File: config.mk
export PLATFORM = sky130hd
export DESIGN_NAME = adder_err_eval
export DESIGN_NICKNAME = d
export VERILOG_FILES = /design/src/rtl/adder_eval_pkg.sv /design/src/rtl/adder_err_diff.sv /design/src/rtl/adder_err_eval.sv
export SDC_FILE = /design/constraint.sdc
export NUM_CORES = 1
export LEC_CHECK = 0
export CAP_MARGIN = 20
export CORE_ASPECT_RATIO = 1.25
export CORE_MARGIN = 8
export CORE_UTILIZATION = 54
export CTS_CLUSTER_DIAMETER = 100
export DETAILED_ROUTE_END_ITERATION = 7
export PLACE_DENSITY = 0.85
export REMOVE_ABC_BUFFERS = 1
export SYNTH_ARGS = -nofsm -noshare
export SYNTH_HDL_FRONTEND = slang
export SYNTH_SLANG_ARGS = --single-unit
File: constraint.sdc
create_clock -name clk -period 3.9 [get_ports clk]
set_clock_uncertainty 0.2 [all_clocks]
set_input_delay 0.78 -clock clk [delete_from_list [all_inputs] [get_ports clk]]
set_output_delay 0.78 -clock clk [all_outputs]
set_load 0.02 [all_outputs]
File: src/rtl/adder_eval_pkg.sv
// Shared types and defaults for the approximate-adder error monitor.
// Holds the run FSM encoding and the saturating accumulator helper.
package adder_eval_pkg;

  localparam int DEF_W       = 16;
  localparam int DEF_SAMPLES = 1024;
  localparam int DEF_ACC_W   = 48;

  typedef enum logic [1:0] {
    IDLE,
    RUN,
    DRAIN,
    DONE
  } state_e;

  // Add two values held in the low w bits, clamping at w-bit all-ones.
  function automatic logic [63:0] sat_add(
    input logic [63:0] a,
    input logic [63:0] b,
    input int unsigned w
  );
    logic [64:0] s;
    logic [63:0] lim;
    lim = (w >= 64) ? '1 : ((64'd1 << w) - 64'd1);
    s   = {1'b0, a} + {1'b0, b};
    return (s > {1'b0, lim}) ? lim : s[63:0];
  endfunction

endpackage

File: src/rtl/adder_err_diff.sv
// Exact sum, signed error magnitude and error bit mask for one sample.
// Mask output exists only with ADDER_ERR_EVAL_BITMASK_EN.
module adder_err_diff
  import adder_eval_pkg::*;
#(
  parameter int W = DEF_W
) (
  input  logic [W-1:0] op_a_i,
  input  logic [W-1:0] op_b_i,
  input  logic [W:0]   approx_i,
  output logic [W:0]   abs_o,
`ifdef ADDER_ERR_EVAL_BITMASK_EN
  output logic [W:0]   mask_o,
`endif
  output logic         nz_o
);

  logic [W:0]   exact;
  logic [W+1:0] diff;

  assign exact = {1'b0, op_a_i} + {1'b0, op_b_i};
  assign diff  = {1'b0, exact} - {1'b0, approx_i};

  // |diff| < 2^(W+1), so negating the low W+1 bits is exact.
  assign abs_o = diff[W+1] ? (~diff[W:0] + (W+1)'(1))
                           : diff[W:0];
  assign nz_o  = |diff;

`ifdef ADDER_ERR_EVAL_BITMASK_EN
  assign mask_o = exact ^ approx_i;
`endif

endmodule

File: src/rtl/adder_err_eval.sv
// Run-based error statistics monitor for a W-bit approximate adder.
// Optional err_bitmask tracking: define ADDER_ERR_EVAL_BITMASK_EN.
module adder_err_eval
  import adder_eval_pkg::*;
#(
  parameter int W       = DEF_W,
  parameter int SAMPLES = DEF_SAMPLES,
  parameter int ACC_W   = DEF_ACC_W
) (
  input  logic             clk,
  input  logic             rst_n,
  input  logic             start,
  input  logic             in_valid,
  output logic             in_ready,
  input  logic [W-1:0]     op_a,
  input  logic [W-1:0]     op_b,
  input  logic [W:0]       approx_sum,
  output logic             busy,
  output logic             done,
  output logic [31:0]      err_count,
  output logic [W:0]       max_abs_err,
  output logic [ACC_W-1:0] sum_abs_err,
  output logic [W:0]       err_bitmask
);

  localparam int CW = $clog2(SAMPLES + 1);
  localparam logic [CW-1:0] LAST = CW'(SAMPLES - 1);

  state_e          state_q;
  logic            in_ready_q, busy_q, done_q;
  logic            drain_q;
  logic [CW-1:0]   cnt_q;
  logic            s1_valid_q, nz_q;
  logic [W:0]      abs_q;
  logic [31:0]     err_cnt_q, err_cnt_d;
  logic [W:0]      max_q, max_d;
  logic [ACC_W-1:0] sum_q, sum_d;
  logic            hs;
  logic [W:0]      abs_c;
  logic            nz_c;

`ifdef ADDER_ERR_EVAL_BITMASK_EN
  logic [W:0] mask_c, mask_q, bm_q, bm_d;
`endif

  adder_err_diff #(.W(W)) u_diff (
    .op_a_i   (op_a),
    .op_b_i   (op_b),
    .approx_i (approx_sum),
    .abs_o    (abs_c),
`ifdef ADDER_ERR_EVAL_BITMASK_EN
    .mask_o   (mask_c),
`endif
    .nz_o     (nz_c)
  );

  assign hs = in_valid & in_ready_q;

  always_comb begin
    err_cnt_d = err_cnt_q + 32'(nz_q);
    max_d     = (abs_q > max_q) ? abs_q : max_q;
    sum_d     = ACC_W'(sat_add(64'(sum_q), 64'(abs_q), ACC_W));
`ifdef ADDER_ERR_EVAL_BITMASK_EN
    bm_d      = bm_q | mask_q;
`endif
  end

  always_ff @(posedge clk or negedge rst_n) begin
    if (!rst_n) begin
      state_q    <= IDLE;
      in_ready_q <= 1'b0;
      busy_q     <= 1'b0;
      done_q     <= 1'b0;
      drain_q    <= 1'b0;
      cnt_q      <= '0;
      s1_valid_q <= 1'b0;
      nz_q       <= 1'b0;
      abs_q      <= '0;
      err_cnt_q  <= '0;
      max_q      <= '0;
      sum_q      <= '0;
`ifdef ADDER_ERR_EVAL_BITMASK_EN
      mask_q     <= '0;
      bm_q       <= '0;
`endif
    end else begin
      s1_valid_q <= hs;
      if (hs) begin
        abs_q  <= abs_c;
        nz_q   <= nz_c;
`ifdef ADDER_ERR_EVAL_BITMASK_EN
        mask_q <= mask_c;
`endif
      end
      if (s1_valid_q) begin
        err_cnt_q <= err_cnt_d;
        max_q     <= max_d;
        sum_q     <= sum_d;
`ifdef ADDER_ERR_EVAL_BITMASK_EN
        bm_q      <= bm_d;
`endif
      end
      unique case (state_q)
        IDLE, DONE: begin
          if (start) begin
            state_q    <= RUN;
            in_ready_q <= 1'b1;
            busy_q     <= 1'b1;
            done_q     <= 1'b0;
            cnt_q      <= '0;
            err_cnt_q  <= '0;
            max_q      <= '0;
            sum_q      <= '0;
`ifdef ADDER_ERR_EVAL_BITMASK_EN
            bm_q       <= '0;
`endif
          end
        end
        RUN: begin
          if (hs) begin
            cnt_q <= cnt_q + CW'(1);
            if (cnt_q == LAST) begin
              state_q    <= DRAIN;
              in_ready_q <= 1'b0;
              drain_q    <= 1'b0;
            end
          end
        end
        DRAIN: begin
          drain_q <= 1'b1;
          if (drain_q) begin
            state_q <= DONE;
            busy_q  <= 1'b0;
            done_q  <= 1'b1;
          end
        end
        default: state_q <= IDLE;
      endcase
    end
  end

  assign in_ready    = in_ready_q;
  assign busy        = busy_q;
  assign done        = done_q;
  assign err_count   = err_cnt_q;
  assign max_abs_err = max_q;
  assign sum_abs_err = sum_q;
`ifdef ADDER_ERR_EVAL_BITMASK_EN
  assign err_bitmask = bm_q;
`else
  assign err_bitmask = '0;
`endif

endmodule

Yosys cells after proc, flatten, opt, wreduce, memory -nomap -nowiden
Index checks and enable logic that the tools add are counted.
{"block": "word_totals", "reg_bits": 133, "input_bits": 53, "output_inout_bits": 117, "word_cells": 71}
{"block": "op_classes", "n_addsub": 6, "magnitude_cmp": 2, "n_eq_ne": 8, "muxes": 30, "bitwise": 2, "reduce_logical": 11}
{"cell": "48-bit two-way mux", "count": 4}
{"cell": "32-bit two-way mux", "count": 3}
{"cell": "17-bit two-way mux", "count": 5}
{"cell": "48-bit by 17-bit adder with 49-bit output", "count": 1}
{"cell": "49-bit by 48-bit > comparator with 1-bit output (second input constant)", "count": 1}
{"cell": "32-bit by 1-bit adder with 32-bit output", "count": 1}
{"cell": "11-bit two-way mux", "count": 2}
{"cell": "11-bit one-hot mux with 2 select lines", "count": 1}
{"cell": "18-bit OR reduction", "count": 1}
{"cell": "17-bit by 17-bit subtractor with 18-bit output", "count": 1}
{"cell": "16-bit by 16-bit adder with 17-bit output", "count": 1}
{"cell": "17-bit by 1-bit adder with 17-bit output (second input constant)", "count": 1}
{"cell": "17-bit > comparator", "count": 1}
{"cell": "17-bit inverter", "count": 1}
{"cell": "11-bit by 1-bit adder with 11-bit output (second input constant)", "count": 1}
{"cell": "11-bit by 10-bit == test with 1-bit output (second input constant)", "count": 1}
{"cell": "3-bit AND reduction", "count": 3}
{"cell": "2-bit two-way mux", "count": 4}
{"cell": "2-bit != test (second input constant)", "count": 4}
{"cell": "1-bit one-hot mux with 2 select lines", "count": 4}
{"cell": "4-bit AND reduction", "count": 2}
{"cell": "1-bit two-way mux", "count": 6}
{"cell": "2-bit one-hot mux with 3 select lines", "count": 1}
{"cell": "2-bit nonzero test", "count": 3}
{"cell": "5 further kinds", "count": 6}

Logic depth before layout (Yosys ltp)
{"block": "depth", "depth_word": 6, "mapped_depth": 15, "mapped_depth_nobuf": 14}

Hierarchy
From an unflattened synthesis, not the netlist that was laid out.
{"block": "hier_totals", "hier_cells": 1078, "area_unflattened_um2": 9536.6}
{"mod": "adder_err_eval", "instances": 1, "cells_per_inst": 818, "area_per_inst_um2": 7659.8, "seq_area_each_um2": 3328.2}
{"mod": "adder_err_diff", "instances": 1, "cells_per_inst": 260, "area_per_inst_um2": 1876.8, "seq_area_each_um2": 0.0}

Worst setup path before layout
OpenSTA, ideal clock, no wires.
{"block": "synth_path", "kind": "input to register", "from": "in op_a[1]", "to": "reg abs_q[16]", "setup_time_ns": 0.132, "arrival_ns": 3.518, "t_required_ns": 3.568, "slack_ns": 0.049, "stages": 13, "path_buffers": 0, "cell_sequence": "inv_1 -> fa_1 -> inv_1 -> fa_1 -> a21o_1 -> a21oi_2 -> xnor2_1 -> or3_1 -> nor4_2 -> nor4b_4 -> a31oi_1 -> xnor2_1 -> o21ai_1"}
{"block": "synth_between", "elab_chain_cells": 5}
{"item": "start: declaration", "line": "adder_err_eval.sv:15", "rtl": "input logic [W-1:0] op_a,"}
{"item": "16-bit by 16-bit adder with 17-bit output (*)", "line": "adder_err_diff.sv:21", "rtl": "assign exact = {1'b0, op_a_i} + {1'b0, op_b_i};"}
{"item": "17-bit by 17-bit subtractor with 18-bit output (*)", "line": "adder_err_diff.sv:22", "rtl": "assign diff = {1'b0, exact} - {1'b0, approx_i};"}
{"item": "17-bit inverter", "line": "adder_err_diff.sv:25", "rtl": "assign abs_o = diff[W+1] ? (~diff[W:0] + (W+1)'(1))"}
{"item": "17-bit by 1-bit adder with 17-bit output", "line": "adder_err_diff.sv:25"}
{"item": "17-bit two-way mux (*)", "line": "adder_err_diff.sv:25"}
{"item": "end signal: assignment", "line": "adder_err_eval.sv:89", "rtl": "abs_q <= abs_c;"}
{"item": "end: declaration", "line": "adder_err_eval.sv:34", "rtl": "logic [W:0] abs_q;"}
Every way passes the cells marked *; elsewhere a longest branch is shown, timed or not.
A chain may end at the register's enable or synchronous reset.

Final worst setup path
{"block": "layout_path", "from": "in op_a[10]", "to": "reg abs_q[2]"}
{"block": "layout_between", "elab_chain_cells": 3}
{"item": "16-bit by 16-bit adder with 17-bit output", "line": "adder_err_diff.sv:21"}
{"item": "17-bit by 17-bit subtractor with 18-bit output", "line": "adder_err_diff.sv:22"}
{"item": "17-bit two-way mux", "line": "adder_err_diff.sv:25"}
No other way between the ends.

==> out/qor.log <==
qor: synthesis.post_synth_edffs 0
qor: placed_design.gp_congestion 0.882
qor: route.routed-wl-met3 1.43 mm
qor: pwr.power_report.internal_total 4.82 mW
qor: hold_path.hold_class primary input to asynchronous set/reset pin
qor: critical_path.worstPathCellList clkdlybuf4s50_1 > inv_1 > fa_1 > inv_1 > ha_4 > buf_4 > nand2_1 > o21ai_1 > or3_1 > o221a_2 > o21ai_2 > a21oi_2 > buf_12 > nor2_1 > xnor2_1 > mux2_2
qor: synthesis.mappedNetlistArea 9380 sq um
qor: floorplanning.die_area 21900 sq um
qor: synthesis.synth-seq-cells 133
qor: floorplanning.num_rows 54
qor: route.maxUsedRoutingLayer met4
qor: critical_path.timing.critical_path.slowest_stage_cell sky130_fd_sc_hd__fa_1
qor: clock_tree.insertion_delay 0.43 ns
qor: placed_design.post_detailed_placement_cell_area 11400 sq um
qor: synthesis.number_of_instances_in_the_synthesized_netlist 1085
qor: sta.final_setup_vio_count 0
qor: pwr.powerDensity 655 nW/um^2
qor: critical_path.crit_fanout 17
qor: global_route.first_global_vias 9241
qor: route.drt.antenna.violating_nets 0
qor: critical_path.critical_path.startpoint_type primary input
qor: critical_path.cp_data_required_time 4.01 ns
qor: floorplanning.initial_utilization 0.544
qor: critical_path.critical_path_sink_type register
qor: route.avgRoutedWirePerCell 17.5 um
qor: critical_path.crit_arrival 3.93 ns
qor: cells_and_area.n_antenna_cell 0
qor: synthesis.yosys.area_share.adder 0.116
qor: sta.whs 0.211 ns
qor: route.first_iter_violations 582
qor: pwr.comb_power_share 0.536
qor: clock_tree.clock_buffers_created_by_tritoncts 17
qor: clock_tree.cts.path.max_buffers 2
qor: sta.achievable_freq 261 MHz
qor: pwr.share_clk_of_total_power 0.212
qor: sta.max-slew-margin-rel 0.441
qor: critical_path.critPathKind primary input to register
qor: floorplanning.fp.coreArea 17200 sq um
qor: pwr.netSwitchingFraction 0.416
qor: synthesis.synth_cell_types 71
qor: clock_tree.clock_tree.root_cell sky130_fd_sc_hd__clkbuf_16
qor: clock_tree.tritoncts done
qor: placed_design.hpwlAfterDp 18.5 mm
qor: critical_path.worstReg2RegEnd sum_abs_err[40]$_DFF_PN0_
qor: clock_tree.cts_max_level 4
qor: synthesis.synth_warnings 0
qor: status.run_status complete, no violations
qor: cells_and_area.areaGrowthSynthToFinish 34.4%
qor: critical_path.r2r-start sum_abs_err[0]$_DFF_PN0_
qor: floorplanning.ios 170
qor: sta.worst-slew-pin-transition 0.836 ns
qor: pwr.design_power 8.25 mW
qor: global_route.number_of_antenna_violations_at_the_first_check_in_global_routing 0
qor: synthesis.post_synth_and_or_nand_nor_area_fraction 0.179
qor: synthesis.mux_share_of_post_synthesis_cell_area 0.0109
qor: critical_path.cp_slowest_stage_delay 0.55 ns
qor: synthesis.synth_top_flop_cell sky130_fd_sc_hd__dfrtp_1
qor: pwr.leakagePower 5.80 nW
qor: route.m1WireLength 10.0 mm
qor: route.vias 8954
qor: synthesis.synth_xor_area_frac 0.0662
qor: critical_path.rrSetupSlack 0.58 ns
qor: route.routed_wl 26.8 mm
qor: synthesis.syn-mean-instance-area 8.64 sq um
qor: sta.fin_crit_sh 0.982
qor: critical_path.startpoint op_a[10]
qor: route.detailroute.wirelength.met2 14.3 mm
qor: cells_and_area.nNetsFinal 1424
qor: sta.totalNegativeSetupSlack 0 ns
qor: pwr.power.net_switching 3.44 mW
qor: global_route.total_congestion_overflow_after_global_routing 0
qor: global_route.global_route_wire_length_before_repair 42.9 mm
qor: critical_path.worst_setup_path_endpoint abs_q[2]$_DFFE_PN0P_
qor: synthesis.combinational_family_with_the_most_area_after_synthesis compound AO/OA/AOI/OAI gates
qor: critical_path.timing.reg2reg.worst_path_depth 12
qor: sta.finalCriticalPeriod 3.83 ns
qor: clock_tree.clk_transition_reported_paths 0.06 ns
qor: route.drt_first_pass_iters 5
qor: synthesis.ys_async_sr_fraction 1.00
qor: synthesis.synth_seq_area_share 0.355
qor: sta.finalMaxSlewViolations 0
qor: run.max_cap_violations 0
qor: cells_and_area.drive_above_1_share 0.150
qor: clock_tree.number_of_hold_buffers_added_after_cts 0
qor: pwr.vdd_ir_drop_max 0.396 mV
qor: cells_and_area.fin_area 12600 sq um
qor: route.drc_errors 0
qor: route.route.detailed.vias_per_inst 5.85
qor: floorplanning.die_w 134 um
qor: floorplanning.die-height 163 um
qor: sta.finalHoldViolations 0
qor: global_route.grt_start_max_net_pins 61
qor: cells_and_area.commonest_non_fill_non_tap_cell_in_the_layout sky130_fd_sc_hd__dfrtp_1
qor: placed_design.io_buffer_count 152
qor: pwr.power_frac_seq 0.252
qor: global_route.track_usage 0.238
qor: clock_tree.cts_num_sinks 133
qor: synthesis.compound_gate_portion_of_the_synthesized_area 0.197
qor: critical_path.crit_path_frequent_cell sky130_fd_sc_hd__inv_1
qor: cells_and_area.most-common-layout-cells sky130_fd_sc_hd__dfrtp_1, sky130_fd_sc_hd__clkdlybuf4s50_1, sky130_fd_sc_hd__inv_1
[stage by stage]
step                      std cells   util  setup slack (ns)
after floorplan                1048      -            0.0212
after global placement         1484  0.664            -0.590
after detailed placement       1484  0.664            -0.608
after CTS                      1525  0.718           0.00112
after global routing           1531  0.732           -0.0493
final                          1531  0.732            0.0720
[state kept, by name, indices dropped and copies added, names as in the netlist]
signal	flops
abs_q	17
busy	1
cnt_q	11
done	1
drain_q	1
err_count	32
in_ready	1
max_abs_err	17
nz_q	1
s1_valid_q	1
state_q	2
sum_abs_err	48
[synthesized netlist by cell type, types with 21 or more instances]
| library cell | instances | area [sq um] |
|---|---|---|
| sky130_fd_sc_hd__nor2_1 | 81 | 304 |
| sky130_fd_sc_hd__a21o_1 | 21 | 158 |
| sky130_fd_sc_hd__nand3_1 | 44 | 220 |
| sky130_fd_sc_hd__clkbuf_1 | 24 | 90.1 |
| sky130_fd_sc_hd__o21ai_0 | 80 | 400 |
| sky130_fd_sc_hd__dfrtp_1 | 133 | 3330 |
| sky130_fd_sc_hd__a21oi_1 | 96 | 480 |
| sky130_fd_sc_hd__ha_1 | 60 | 751 |
| sky130_fd_sc_hd__xor2_1 | 39 | 342 |
| sky130_fd_sc_hd__and3_1 | 34 | 213 |
| sky130_fd_sc_hd__xnor2_1 | 30 | 263 |
| sky130_fd_sc_hd__inv_1 | 113 | 424 |
| sky130_fd_sc_hd__nand2_1 | 76 | 285 |
[worst max-delay path: cells and delay by family]
family	cells	cell delay (ns)
and+or+nand+nor	3	0.52
muxes	1	0.26
adders and majority gates	2	0.81
AOI/OAI and AO/OA	4	0.58
buffers and inverters	5	0.89
xor gates and xnor gates	1	0.08
[how the worst min path moves through the flow]
stage                    startpoint                       to  depth (start not counted)
3_5_place_dp   in_ready$_DFFE_PN0P_     in_ready$_DFFE_PN0P_                          1
3_3_place_gp       busy$_DFFE_PN0P_         busy$_DFFE_PN0P_                          2
6_report                      rst_n  err_count[16]$_DFF_PN0_                          1
2_1_floorplan                 rst_n     abs_q[0]$_DFFE_PN0P_                          0
4_1_cts                       rst_n  err_count[16]$_DFF_PN0_                          1
5_1_grt                       rst_n  err_count[16]$_DFF_PN0_                          1
[repair_timing]
| item | 4_1_cts | 5_1_grt |
|---|---|---|
| endpoints found under the setup margin | 10 | 16 |
| pin swaps | 34 | 36 |
| buffers inserted | 9 | 6 |
| gates resized for setup | 44 | 63 |
[power by group through the flow]
stage / Combinational (mW) / Sequential (mW) / Clock (mW)
after floorplan: 2.41 / 2.26 / 0
after global placement: 3.93 / 2.07 / 0
after detailed placement: 4.07 / 2.09 / 0
after CTS: 4.26 / 2.07 / 1.77
after global routing: 4.86 / 2.12 / 1.83
final: 4.43 / 2.08 / 1.75
[final cells by class]
| class | instances | area, sq um |
|---|---|---|
| Multi-Input combinational cell | 801 | 5760 |
| Fill cell | 1224 | 4620 |
| Sequential cell | 133 | 3330 |
| Timing Repair Buffer | 227 | 2170 |
| Clock buffer | 19 | 433 |
| Inverter | 114 | 428 |
| Tap cell | 224 | 280 |
| Clock inverter | 13 | 206 |
[cells by family (layout without fill, tap and decap cells)]
family	count (synthesis)	in the layout
buffers and inverters	167	373
adders and majority gates	77	77
muxes	10	10
other	1	17
DFF	133	133
and+or+nand+nor	332	332
AOI/OAI and AO/OA	295	295
xor gates and xnor gates	70	70
[metal layers]
layer,vias up,track usage
li1,4178,-
met1,4363,0.254
met2,328,0.437
met3,85,0.0489
met4,0,0.117
met5,-,0
No activity file was read; power rests on OpenSTA's default activity.
